==> config.mk <==
export PLATFORM = sky130hd
export DESIGN_NAME = multicycle_controller
export DESIGN_NICKNAME = d
export VERILOG_FILES = /design/src/rtl/multicycle_controller.sv
export SDC_FILE = /design/constraint.sdc
export NUM_CORES = 1
export LEC_CHECK = 0
export ABC_CLOCK_PERIOD_IN_PS = 3200
export CORE_MARGIN = 2
export CORE_UTILIZATION = 25
export CTS_BUF_LIST = sky130_fd_sc_hd__clkbuf_8
export CTS_CLUSTER_DIAMETER = 30
export DETAILED_ROUTE_END_ITERATION = 6
export PLACE_DENSITY_LB_ADDON = 0.25
export SETUP_SLACK_MARGIN = 0.02
export SLEW_MARGIN = 20
export SYNTH_ARGS = -nofsm -noshare
export SYNTH_HDL_FRONTEND = slang
export SYNTH_SLANG_ARGS = --single-unit
export TNS_END_PERCENT = 20
==> constraint.sdc <==
create_clock -name clk_i -period 3.2 [get_ports clk_i]
set_input_delay 0.8 -clock clk_i [delete_from_list [all_inputs] [get_ports clk_i]]
set_output_delay 0.8 -clock clk_i [all_outputs]
set_load 0.1 [all_outputs]
==> src/rtl/multicycle_controller.sv <==
// Main control FSM for the multicycle RV32I core, with a req/ready memory handshake and timeout.
// Optional build macro ILLEGAL_OP_TRAP_EN: unknown opcodes trap to FAULT instead of acting as NOPs.
module multicycle_controller #(
  parameter int unsigned MEM_WAIT_MAX = 15,
  parameter int unsigned WAIT_CNT_W   = 4
) (
  input  logic       clk_i,
  input  logic       rst_ni,
  input  logic [6:0] op_i,
  input  logic [2:0] funct3_i,
  input  logic       zero_i,
  input  logic       mem_ready_i,
  output logic       mem_req_o,
  output logic       mem_write_o,
  output logic       adr_src_o,
  output logic       ir_write_o,
  output logic       pc_write_o,
  output logic       reg_write_o,
  output logic [1:0] result_src_o,
  output logic [1:0] alu_src_a_o,
  output logic [1:0] alu_src_b_o,
  output logic [1:0] imm_src_o,
  output logic [1:0] alu_op_o,
  output logic       instr_done_o,
  output logic       mem_err_o,
  output logic       illegal_op_o
);

  typedef enum logic [3:0] {
    StRst, StFetch, StDecode, StMemAdr, StMemRead, StMemWb, StMemWrite,
    StExecR, StExecI, StAluWb, StBranch, StJal, StFault
  } state_e;

  localparam logic [6:0] OpLoad   = 7'b0000011;
  localparam logic [6:0] OpStore  = 7'b0100011;
  localparam logic [6:0] OpR      = 7'b0110011;
  localparam logic [6:0] OpImm    = 7'b0010011;
  localparam logic [6:0] OpBranch = 7'b1100011;
  localparam logic [6:0] OpJal    = 7'b1101111;
  localparam logic [WAIT_CNT_W-1:0] WaitMax = WAIT_CNT_W'(MEM_WAIT_MAX);

  state_e                state_q, state_d;
  logic [WAIT_CNT_W-1:0] wait_q, wait_d;
  logic                  mem_err_q, mem_err_d;
  logic                  timeout;
  logic                  op_known;
  logic                  unused_funct3;

  assign unused_funct3 = ^funct3_i[2:1];
  assign op_known = (op_i == OpLoad) || (op_i == OpStore) || (op_i == OpR) ||
                    (op_i == OpImm) || (op_i == OpBranch) || (op_i == OpJal);
  // The ready cycle always wins over an expiring wait budget.
  assign timeout = (MEM_WAIT_MAX != 0) && (wait_q == WaitMax) && !mem_ready_i;

`ifdef ILLEGAL_OP_TRAP_EN
  logic illegal_q, illegal_d;
  assign illegal_op_o = illegal_q;
`else
  assign illegal_op_o = 1'b0;
`endif
  assign mem_err_o = mem_err_q;

  always_comb begin
    state_d   = state_q;
    mem_err_d = mem_err_q;
`ifdef ILLEGAL_OP_TRAP_EN
    illegal_d = illegal_q;
`endif
    case (state_q)
      StRst:    state_d = StFetch;
      StFetch: begin
        if (mem_ready_i) begin
          state_d = StDecode;
        end else if (timeout) begin
          state_d   = StFault;
          mem_err_d = 1'b1;
        end
      end
      StDecode: begin
        case (op_i)
          OpLoad, OpStore: state_d = StMemAdr;
          OpR:             state_d = StExecR;
          OpImm:           state_d = StExecI;
          OpBranch:        state_d = StBranch;
          OpJal:           state_d = StJal;
          default: begin
`ifdef ILLEGAL_OP_TRAP_EN
            state_d   = StFault;
            illegal_d = 1'b1;
`else
            state_d = StFetch;
`endif
          end
        endcase
      end
      StMemAdr: state_d = op_i[5] ? StMemWrite : StMemRead;
      StMemRead: begin
        if (mem_ready_i) begin
          state_d = StMemWb;
        end else if (timeout) begin
          state_d   = StFault;
          mem_err_d = 1'b1;
        end
      end
      StMemWrite: begin
        if (mem_ready_i) begin
          state_d = StFetch;
        end else if (timeout) begin
          state_d   = StFault;
          mem_err_d = 1'b1;
        end
      end
      StMemWb, StAluWb, StBranch: state_d = StFetch;
      StExecR, StExecI, StJal:    state_d = StAluWb;
      StFault:                    state_d = StFault;
      default:                    state_d = StRst;
    endcase

    // Counter only runs while a single access is stalled; any state change restarts it.
    if ((state_d != state_q) || mem_ready_i || !mem_req_o) begin
      wait_d = '0;
    end else begin
      wait_d = wait_q + WAIT_CNT_W'(1);
    end
  end

  always_comb begin
    mem_req_o    = 1'b0;
    mem_write_o  = 1'b0;
    adr_src_o    = 1'b0;
    ir_write_o   = 1'b0;
    pc_write_o   = 1'b0;
    reg_write_o  = 1'b0;
    result_src_o = 2'b00;
    alu_src_a_o  = 2'b00;
    alu_src_b_o  = 2'b00;
    alu_op_o     = 2'b00;
    instr_done_o = 1'b0;
    case (state_q)
      StFetch: begin
        mem_req_o    = 1'b1;
        alu_src_b_o  = 2'b10;
        result_src_o = 2'b10;
        ir_write_o   = mem_ready_i;
        pc_write_o   = mem_ready_i;
      end
      StDecode: begin
        alu_src_a_o = 2'b01;
        alu_src_b_o = 2'b01;
`ifndef ILLEGAL_OP_TRAP_EN
        instr_done_o = !op_known;
`endif
      end
      StMemAdr: begin
        alu_src_a_o = 2'b10;
        alu_src_b_o = 2'b01;
      end
      StMemRead: begin
        mem_req_o = 1'b1;
        adr_src_o = 1'b1;
      end
      StMemWb: begin
        result_src_o = 2'b01;
        reg_write_o  = 1'b1;
        instr_done_o = 1'b1;
      end
      StMemWrite: begin
        mem_req_o    = 1'b1;
        mem_write_o  = 1'b1;
        adr_src_o    = 1'b1;
        instr_done_o = mem_ready_i;
      end
      StExecR: begin
        alu_src_a_o = 2'b10;
        alu_op_o    = 2'b10;
      end
      StExecI: begin
        alu_src_a_o = 2'b10;
        alu_src_b_o = 2'b01;
        alu_op_o    = 2'b10;
      end
      StAluWb: begin
        reg_write_o  = 1'b1;
        instr_done_o = 1'b1;
      end
      StBranch: begin
        alu_src_a_o  = 2'b10;
        alu_op_o     = 2'b01;
        pc_write_o   = zero_i ^ funct3_i[0];
        instr_done_o = 1'b1;
      end
      StJal: begin
        alu_src_a_o = 2'b01;
        alu_src_b_o = 2'b10;
        pc_write_o  = 1'b1;
      end
      default: ;
    endcase
  end

  always_comb begin
    case (op_i)
      OpStore:  imm_src_o = 2'b01;
      OpBranch: imm_src_o = 2'b10;
      OpJal:    imm_src_o = 2'b11;
      default:  imm_src_o = 2'b00;
    endcase
  end

  always_ff @(posedge clk_i or negedge rst_ni) begin
    if (!rst_ni) begin
      state_q   <= StRst;
      wait_q    <= '0;
      mem_err_q <= 1'b0;
    end else begin
      state_q   <= state_d;
      wait_q    <= wait_d;
      mem_err_q <= mem_err_d;
    end
  end

`ifdef ILLEGAL_OP_TRAP_EN
  always_ff @(posedge clk_i or negedge rst_ni) begin
    if (!rst_ni) begin
      illegal_q <= 1'b0;
    end else begin
      illegal_q <= illegal_d;
    end
  end
`endif

endmodule

Word-level counts from Yosys, hierarchy flattened
Cells that the tools add are included.
{ "classes": {"add_sub_neg": 1, "n_eq_ne": 20, "n_mux": 20, "bitwise": 2, "reduce_logical": 25} }
{ "ops": {"columns": ["cell", "n"], "rows": [
  ["$pmux W4 S8", 1],
  ["$eq A4 B4 Y1 const B", 6],
  ["$mux W4", 5],
  ["$pmux W4 S5", 1],
  ["$eq A4 B3 Y1 const B", 4],
  ["$pmux W2 S2", 4],
  ["$eq A7 B6 Y1 const B", 2],
  ["$eq A7 B7 Y1 const B", 2],
  ["$reduce_or A2 Y1", 6],
  ["$reduce_or A3 Y1", 4],
  ["$eq A4 B2 Y1 const B", 2],
  ["$reduce_or A4 Y1", 2],
  ["$eq A7 B2 Y1 const B", 1],
  ["$eq A7 B5 Y1 const B", 1],
  ["$logic_or A1 B1 Y1", 7],
  ["$pmux W1 S3", 2],
  ["$pmux W2 S3", 1],
  ["$mux W1", 5],
  ["$add A4 B1 Y4 const B", 1],
  ["$eq A4 B1 Y1 const B", 1],
  ["$logic_not A4 Y1", 1],
  ["$ne A4 B4 Y1", 1],
  ["$logic_not A1 Y1", 3],
  ["$reduce_and A3 Y1", 1],
  ["4 further kinds", 4]
]} }
{ "totals": {"regBits": 9, "inputBits": 14, "output_inout_bits": 19, "wordCells": 71} }

Logic depth before layout (Yosys ltp)
Gate-level depths: netlist (run 1).
{ "depth": {"word_depth": 9, "ltp_mapped": 6, "mapped_depth_nobuf": 5} }

Least setup slack after synthesis (run 1)
Ideal clock, no wire load.
{ "synth_timing": {"path_kind": "register to output", "startpoint": "reg state_q[1]", "endpoint": "out mem_req_o", "arrival_ps": 3639, "required_time_ps": 2400, "slack_ps": -1239, "path_stages_with_launch": 5, "path_buffers": 1, "path_cell_list": "dfrtp_1 buf_4 nand2b_1 nor3_1 or2_1"} }
{ "synth_via": {"elab_chain_len": 3, "word_cells_on_any_way": 5, "cone_classes": "eq/ne (3); mux (1); reduce/logical (1)"} }
{ "synth_rtl": {"columns": ["item", "line_no", "text"], "rows": [
  ["start, declared", "42", "state_e state_q, state_d;"],
  ["start signal, assigned", "212", "state_q <= StRst;"],
  ["start signal, assigned", "216", "state_q <= state_d;"],
  ["$eq A4 B3 Y1 or $eq A4 B1 Y1 (tied branches)", "139", "case (state_q)"],
  ["$reduce_or A3 Y1 (no line) (*)", null, null],
  ["$mux W1 (*)", "139", null],
  ["end, declared", "13", "output logic mem_req_o,"]
]} }
Mark *: on every way between the ends. The rest lies on a longest branch, timed or not.

Worst setup path in the final report (run 1)
{ "layout_timing": {"startpoint": "in op_i[3]", "endpoint": "out instr_done_o"} }
{ "layout_via": {"elab_chain_len": 8, "word_cells_on_any_way": 13, "cone_classes": "eq/ne (6); mux (1); reduce/logical (6)"} }
{ "layout_rtl": {"columns": ["item", "line_no", "text"], "rows": [
  ["start, declared", "9", "input logic [6:0] op_i,"],
  ["$eq A7 B2 Y1 or $eq A7 B6 Y1 (tied branches)", "50", "assign op_known = (op_i == OpLoad) || (op_i == OpStore) || (op_i == OpR) ||"],
  ["$logic_or A1 B1 Y1 (3 in series)", "50", null],
  ["$logic_or A1 B1 Y1", "51", "(op_i == OpImm) || (op_i == OpBranch) || (op_i == OpJal);"],
  ["$logic_or A1 B1 Y1 (*)", "51", null],
  ["$logic_not A1 Y1 (*)", "151", "instr_done_o = !op_known;"],
  ["$pmux W1 S3 (*)", "139", null],
  ["end, declared", "24", "output logic instr_done_o,"]
]} }
Marked as above.

==> results_dict.tcl, run 1 <==
set metrics [dict create \
    synthesis_warnings 0 \
    antenna_cells 0 \
    port_buffers 29 \
    post_cts_hold_buffer_count 0 \
    detail_route.vias_per_cell 4.86 \
    drt_pre_antenna_iters 4 \
    cts_made_buffers 3 \
    initialDrtViolationCount 17 \
    cts_h_tree_depth 1 \
    via_count 895 \
    globalRouteOverflowTotal 0 \
    rsz0062_at_grt "false" \
    critical_path.slowest_cell "sky130_fd_sc_hd__clkdlybuf4s50_1" \
    critical_path_required_ps 2400 \
    number_of_endpoints_failing_setup_at_the_final_stage 0 \
    postSynth.asyncResetShare_pct 100 \
    clock-sinks 9 \
    worst_pin_slew_ps 599 \
    final_util_pct 39.4 \
    coreArea_mm2 0.00336 \
    detail_route.drc_violations 0 \
    horizontal_extent_of_the_die_um 63.5 \
    relSlewSlack_pct 60.1 \
    min_period_over_period_pct 96.9 \
    path_class "in -> out" \
    grtUsageTotal_pct 12.1 \
    initial_antenna_violation_count 0 \
    postSynthNetCount 123 \
    cts_root_buffer "sky130_fd_sc_hd__clkbuf_8" \
    syn-mean-instance-area_um2 8.20 \
    flow.area_growth_from_synthesis_pct 49.4 \
    core.rowCount 21 \
    mostFrequentLayoutCell "sky130_fd_sc_hd__buf_4" \
    starting_density_of_the_core_pct 26.3 \
    timing.final.crit_period_ps 3100 \
    fin_nets 154 \
    post_synth_num_cell_types 48 \
    post_drt_wl_per_cell_um 12.3 \
    most-common-layout-cells "sky130_fd_sc_hd__buf_4, sky130_fd_sc_hd__nor2_1, sky130_fd_sc_hd__clkdlybuf4s50_1, sky130_fd_sc_hd__dfrtp_1, sky130_fd_sc_hd__buf_12" \
    fraction_of_layout_instances_using_a_drive_strength_above_1_pct 28.3 \
    hp-class "reg -> reg" \
    cp.arrival_ps 2300 \
    grt_pass1_vias 926 \
    insertion_delay_ps 230 \
    critPathCaptureType "primary output" \
    worstPathMaxFanout 4 \
    detailedPlacementHpwl_um 1790 \
    max-cap-violations 0 \
    clock.fmax_ghz 0.323 \
    finalHoldWorstSlack_ps 465 \
    drt-total-wl_um 2270 \
    ant_nets 0 \
    run_status "completed" \
    synth_enable_flop_cells 0 \
    cts_buffer_depth 2 \
    synth_flop_cell "sky130_fd_sc_hd__dfrtp_1" \
    grt_pass1_wl_um 4000 \
    report.final.slew_viol_count 0 \
    crit_path_cell_trace "clkdlybuf4s50_1, or3_4, nor2_4, o41ai_2, a21o_1, buf_12" \
    cp_slowest_stage_delay_ps 470 \
    timing_hold_violations_final 0 \
    setup.worst_path.start_class "input pin" \
    synth.ff_latch_count 9 \
    clkSlewWorstSetupHoldPaths_ps 40 \
    gp_routability_congestion 0.835 \
    io_pins 33 \
    post_synth_instance_area_um2 886 \
    chipHeight_um 63.5 \
    clock_skew_ps 2.50 \
    syn_inst 108 \
    synth_seq_area_share_pct 25.4 \
    cts_tree "yes" \
    die_area_mm2 0.00404 \
    grt_max_degree 20 \
]
[per-layer routing]
metal | GRT usage [%] | wire length [µm] | vias up
li1 | - | - | 445
met1 | 14.0 | 926 | 415
met3 | 2.50 | 131 | 6
met2 | 21.4 | 1160 | 29
met4 | 4.89 | 49 | 0
met5 | 0 | 0 | -
[per-stage QoR]
step           setup WS [ps]  cells  cell area (µm²)  TNS [ps]
2_1_floorplan           -653    108              896     -1860
3_3_place_gp            3.62    180             1260         0
3_5_place_dp           -14.5    180             1260     -14.5
4_1_cts                 85.9    184             1320         0
5_1_grt                 46.6    184             1320         0
6_report                99.5    184             1320         0
[worst max-delay path, delay by kind of cell]
| kind | cells | cell delay, ps |
|---|---|---|
| AO/OA/AOI/OAI | 2 | 300 |
| AND/OR/NAND/NOR | 2 | 560 |
| buffers and inverters | 2 | 640 |
[worst paths after layout]
| path | start | to | slack [ps] | cells after the start |
|---|---|---|---|---|
| max | op_i[3] | instr_done_o | 100 | 6 |
| min | mem_err_o | mem_err_o | 470 | 1 |
| max reg2reg | state_q[1] | state_q[0] | 1210 | 4 |
| min reg2reg | mem_err_o | mem_err_o | 470 | 1 |
| max in group asynchronous | rst_ni | state_q[0] | 2060 | 1 |
| min in group asynchronous | rst_ni | wait_q[1] | 860 | 1 |
[flip-flops by register name (all words and copies together) (netlist names)]
signal and cells:
wait_q 4, state_q 4, mem_err_o 1
[Yosys cell counts (all sizes together), types with 2 or more instances]
master	count	area, µm²
o211ai	2	20.0
dfrtp	9	225
buf	6	40.0
nor3b	2	15.0
xnor2	2	17.5
or3	2	17.5
o21ai	5	25.0
nor2b	3	18.8
xor2	5	43.8
nand4	3	25.0
nand2	5	18.8
nand3	4	20.0
and3	3	20.0
clkbuf	2	7.51
nand2b	5	31.3
nor4	2	12.5
o22ai	2	12.5
a21oi	4	20.0
or4b	2	20.0
nor4b	2	32.5
mux2i	2	20.0
nor3	4	25.0
or2	4	25.0
inv	2	7.51
nor2	13	56.3
[repair_timing]
item | CTS | global route
setup buffers | 0 | 0
resized for setup | 1 | 1
setup endpoints to repair | 1 | 1
cloned | 0 | 0
[cell type report]
| type | count | area [µm²] |
|---|---|---|
| Multi-Input combinational cell | 89 | 631 |
| Sequential cell | 9 | 225 |
| Tap cell | 46 | 57.6 |
| Fill cell | 365 | 2040 |
| Clock inverter | 1 | 3.75 |
| Inverter | 2 | 7.51 |
| Clock buffer | 3 | 41.3 |
| Timing Repair Buffer | 34 | 358 |
[logic make-up (layout without fill, tap and decap cells)]
kind of cell	count (synthesis)	in the layout	synth area share (%)
AND/OR/NAND/NOR	57	57	41.0
AO/OA/AOI/OAI	21	21	16.4
buffers and inverters	10	40	6.22
flip-flops	9	9	25.4
XOR/XNOR	7	7	6.92
multiplexers	2	2	2.26
adder cells (fa/ha/maj)	1	1	1.41
other	1	1	0.423
Power of run 1 is not shown: default switching activity piles up to over one toggle a cycle in this logic, so the estimate is an artifact.
==> inputs of run 2 (changes only) <==
--- a/config.mk
+++ b/config.mk
@@ -12,6 +12,7 @@
 export CTS_CLUSTER_DIAMETER = 30
 export DETAILED_ROUTE_END_ITERATION = 6
 export PLACE_DENSITY_LB_ADDON = 0.25
+export REMOVE_ABC_BUFFERS = 1
 export SETUP_SLACK_MARGIN = 0.02
 export SLEW_MARGIN = 20
 export SYNTH_ARGS = -nofsm -noshare
==> run 2 against run 1 <==
- non-clock buffer count is 1 lower
- cell count is 0.54% lower
- worst setup slack worse by 10 ps
- die area stayed put
- flip-flop and latch count stayed put
- utilization is 0.37 points lower
- design area is 0.95% lower
- sequential share of layout area is 0.16 points higher
- hold slack better by 3.4 ps
==> results_dict.tcl, run 2 (synthesis results as in run 1) <==
set metrics [dict create \
    run_status "completed" \
    drt-total-wl_um 2250 \
    cp.arrival_ps 2310 \
    timing.critical_path.buf_inv 2 \
    most-common-layout-cells "sky130_fd_sc_hd__buf_4, sky130_fd_sc_hd__nor2_1, sky130_fd_sc_hd__clkdlybuf4s50_1, sky130_fd_sc_hd__dfrtp_1, sky130_fd_sc_hd__buf_12" \
    clkSlewWorstSetupHoldPaths_ps 50 \
    insertion_delay_ps 230 \
    detailedPlacementHpwl_um 1760 \
    drt_pre_antenna_iters 4 \
    timing.setup.tns_ps 0 \
    cts_buffer_depth 2 \
    r2r-start "state_q[1]" \
    final.fill_count 388 \
    cts_h_tree_depth 1 \
    initial_antenna_violation_count 0 \
    antenna_cells 0 \
    critPathCaptureType "primary output" \
    reg2regPathDepth 4 \
    grtUsageTotal_pct 11.3 \
    cts_repair_resize_count 1 \
    clock-sinks 9 \
    setup.worst_path.start_class "input pin" \
    max-cap-violations 0 \
    horizontal_extent_of_the_die_um 63.5 \
    grt_max_degree 20 \
    rsz0062_at_grt "false" \
    post_drt_wl_per_cell_um 12.3 \
    port_buffers 29 \
    via_count 894 \
    fin_nets 153 \
    cp_slowest_stage_delay_ps 510 \
    mostFrequentLayoutCell "sky130_fd_sc_hd__buf_4" \
    worst_path_dominant_cell_family "buffers and inverters" \
    worstReg2RegEnd "wait_q[1]" \
    cts_tree "yes" \
    grt_pass1_vias 829 \
    detail_route.drc_violations 0 \
    gp_routability_congestion 0.829 \
    timing.final.crit_period_ps 3110 \
    report.final.slew_viol_count 0 \
    coreArea_mm2 0.00336 \
    postPlaceCellArea_mm2 0.00126 \
    multi_input_area_um2 613 \
    worstPathMaxFanout 3 \
    seq_area_um2 225 \
    clock.fmax_ghz 0.321 \
    instances_no_fill 183 \
    die_area_mm2 0.00404 \
    critical_path.slowest_cell "sky130_fd_sc_hd__clkdlybuf4s50_1" \
    cts_root_buffer "sky130_fd_sc_hd__clkbuf_8" \
    relSlewSlack_pct 61.4 \
    worst_pin_slew_ps 579 \
    core.rowCount 21 \
    initialDrtViolationCount 55 \
    number_of_cells_after_detailed_placement 179 \
    ant_nets 0 \
    io_pins 33 \
    flow.area_growth_from_synthesis_pct 48.0 \
    setup_crit_start "op_i[2]" \
    final_design_area_no_fill_mm2 0.00131 \
    post_cts_hold_buffer_count 0 \
    min_delay_worst_endpoint "mem_err_o" \
    crit_path_cell_trace "clkdlybuf4s50_1, xor2_1, nor3_2, o41ai_2, a21o_1, buf_12" \
    min_period_over_period_pct 97.2 \
    clock_skew_ps 3.02 \
    final_util_pct 39.0 \
    hold_path_start "mem_err_o" \
    hp-class "reg -> reg" \
    post_cts.repair.setup_buffers 0 \
    grt_pass1_wl_um 3730 \
    timing.reg2reg.setup_slack_ps 1260 \
    globalRouteOverflowTotal 0 \
    number_of_endpoints_failing_setup_at_the_final_stage 0 \
    cts_made_buffers 3 \
    starting_density_of_the_core_pct 26.3 \
    detail_route.vias_per_cell 4.89 \
    critical_path_required_ps 2400 \
    path_class "in -> out" \
    chipHeight_um 63.5 \
    hold_depth 1 \
    fraction_of_layout_instances_using_a_drive_strength_above_1_pct 25.5 \
    timing_hold_violations_final 0 \
]
==> run 2: changes by cell type in the layout (fill, tap and decap cells not counted) <==
cell / before / now
sky130_fd_sc_hd__nor3_2: 2 / 1
sky130_fd_sc_hd__buf_12: 6 / 7
sky130_fd_sc_hd__nor3b_1: 1 / 2
sky130_fd_sc_hd__xor2_2: 1 / 0
sky130_fd_sc_hd__buf_4: 17 / 15
sky130_fd_sc_hd__xor2_1: 4 / 5
sky130_fd_sc_hd__nor3b_2: 1 / 0
sky130_fd_sc_hd__nor3_1: 2 / 3
==> run 2: final cells by class <==
class | instances | share of cell area (%)
clock buffers | 3 | 3.15
clock inverters | 1 | 0.286
flip-flops and latches | 9 | 17.2
inverters | 2 | 0.573
well taps | 46 | 4.39
multi-input cells | 89 | 46.8
repair buffers | 33 | 27.7
==> run 2: worst max-delay path by stage <==
stage	endpoint	slack (ps)	cells after the start
after floorplan	mem_req_o	-1410	3
after global placement	instr_done_o	40	6
after detailed placement	instr_done_o	8	6
after CTS	instr_done_o	80	6
after global routing	instr_done_o	50	6
final	instr_done_o	90	6
==> run 2: metal layers <==
layer | GRT usage, % | share of wire (%) | vias up
li1 | - | - | 448
met1 | 14.5 | 48 | 424
met2 | 19.1 | 47 | 20
met3 | 1.25 | 3.5 | 2
met4 | 4.89 | 0.93 | 0
met5 | 0 | 0 | -
==> run 2: through the flow <==
step	worst slack, ps	hold WS (ps)
floorplan	-1410	440
global placement	40.0	454
detailed placement	8.10	463
CTS	83.3	477
global route	50.2	497
finish	89.5	469
Power of run 2 is left out for the same reason.
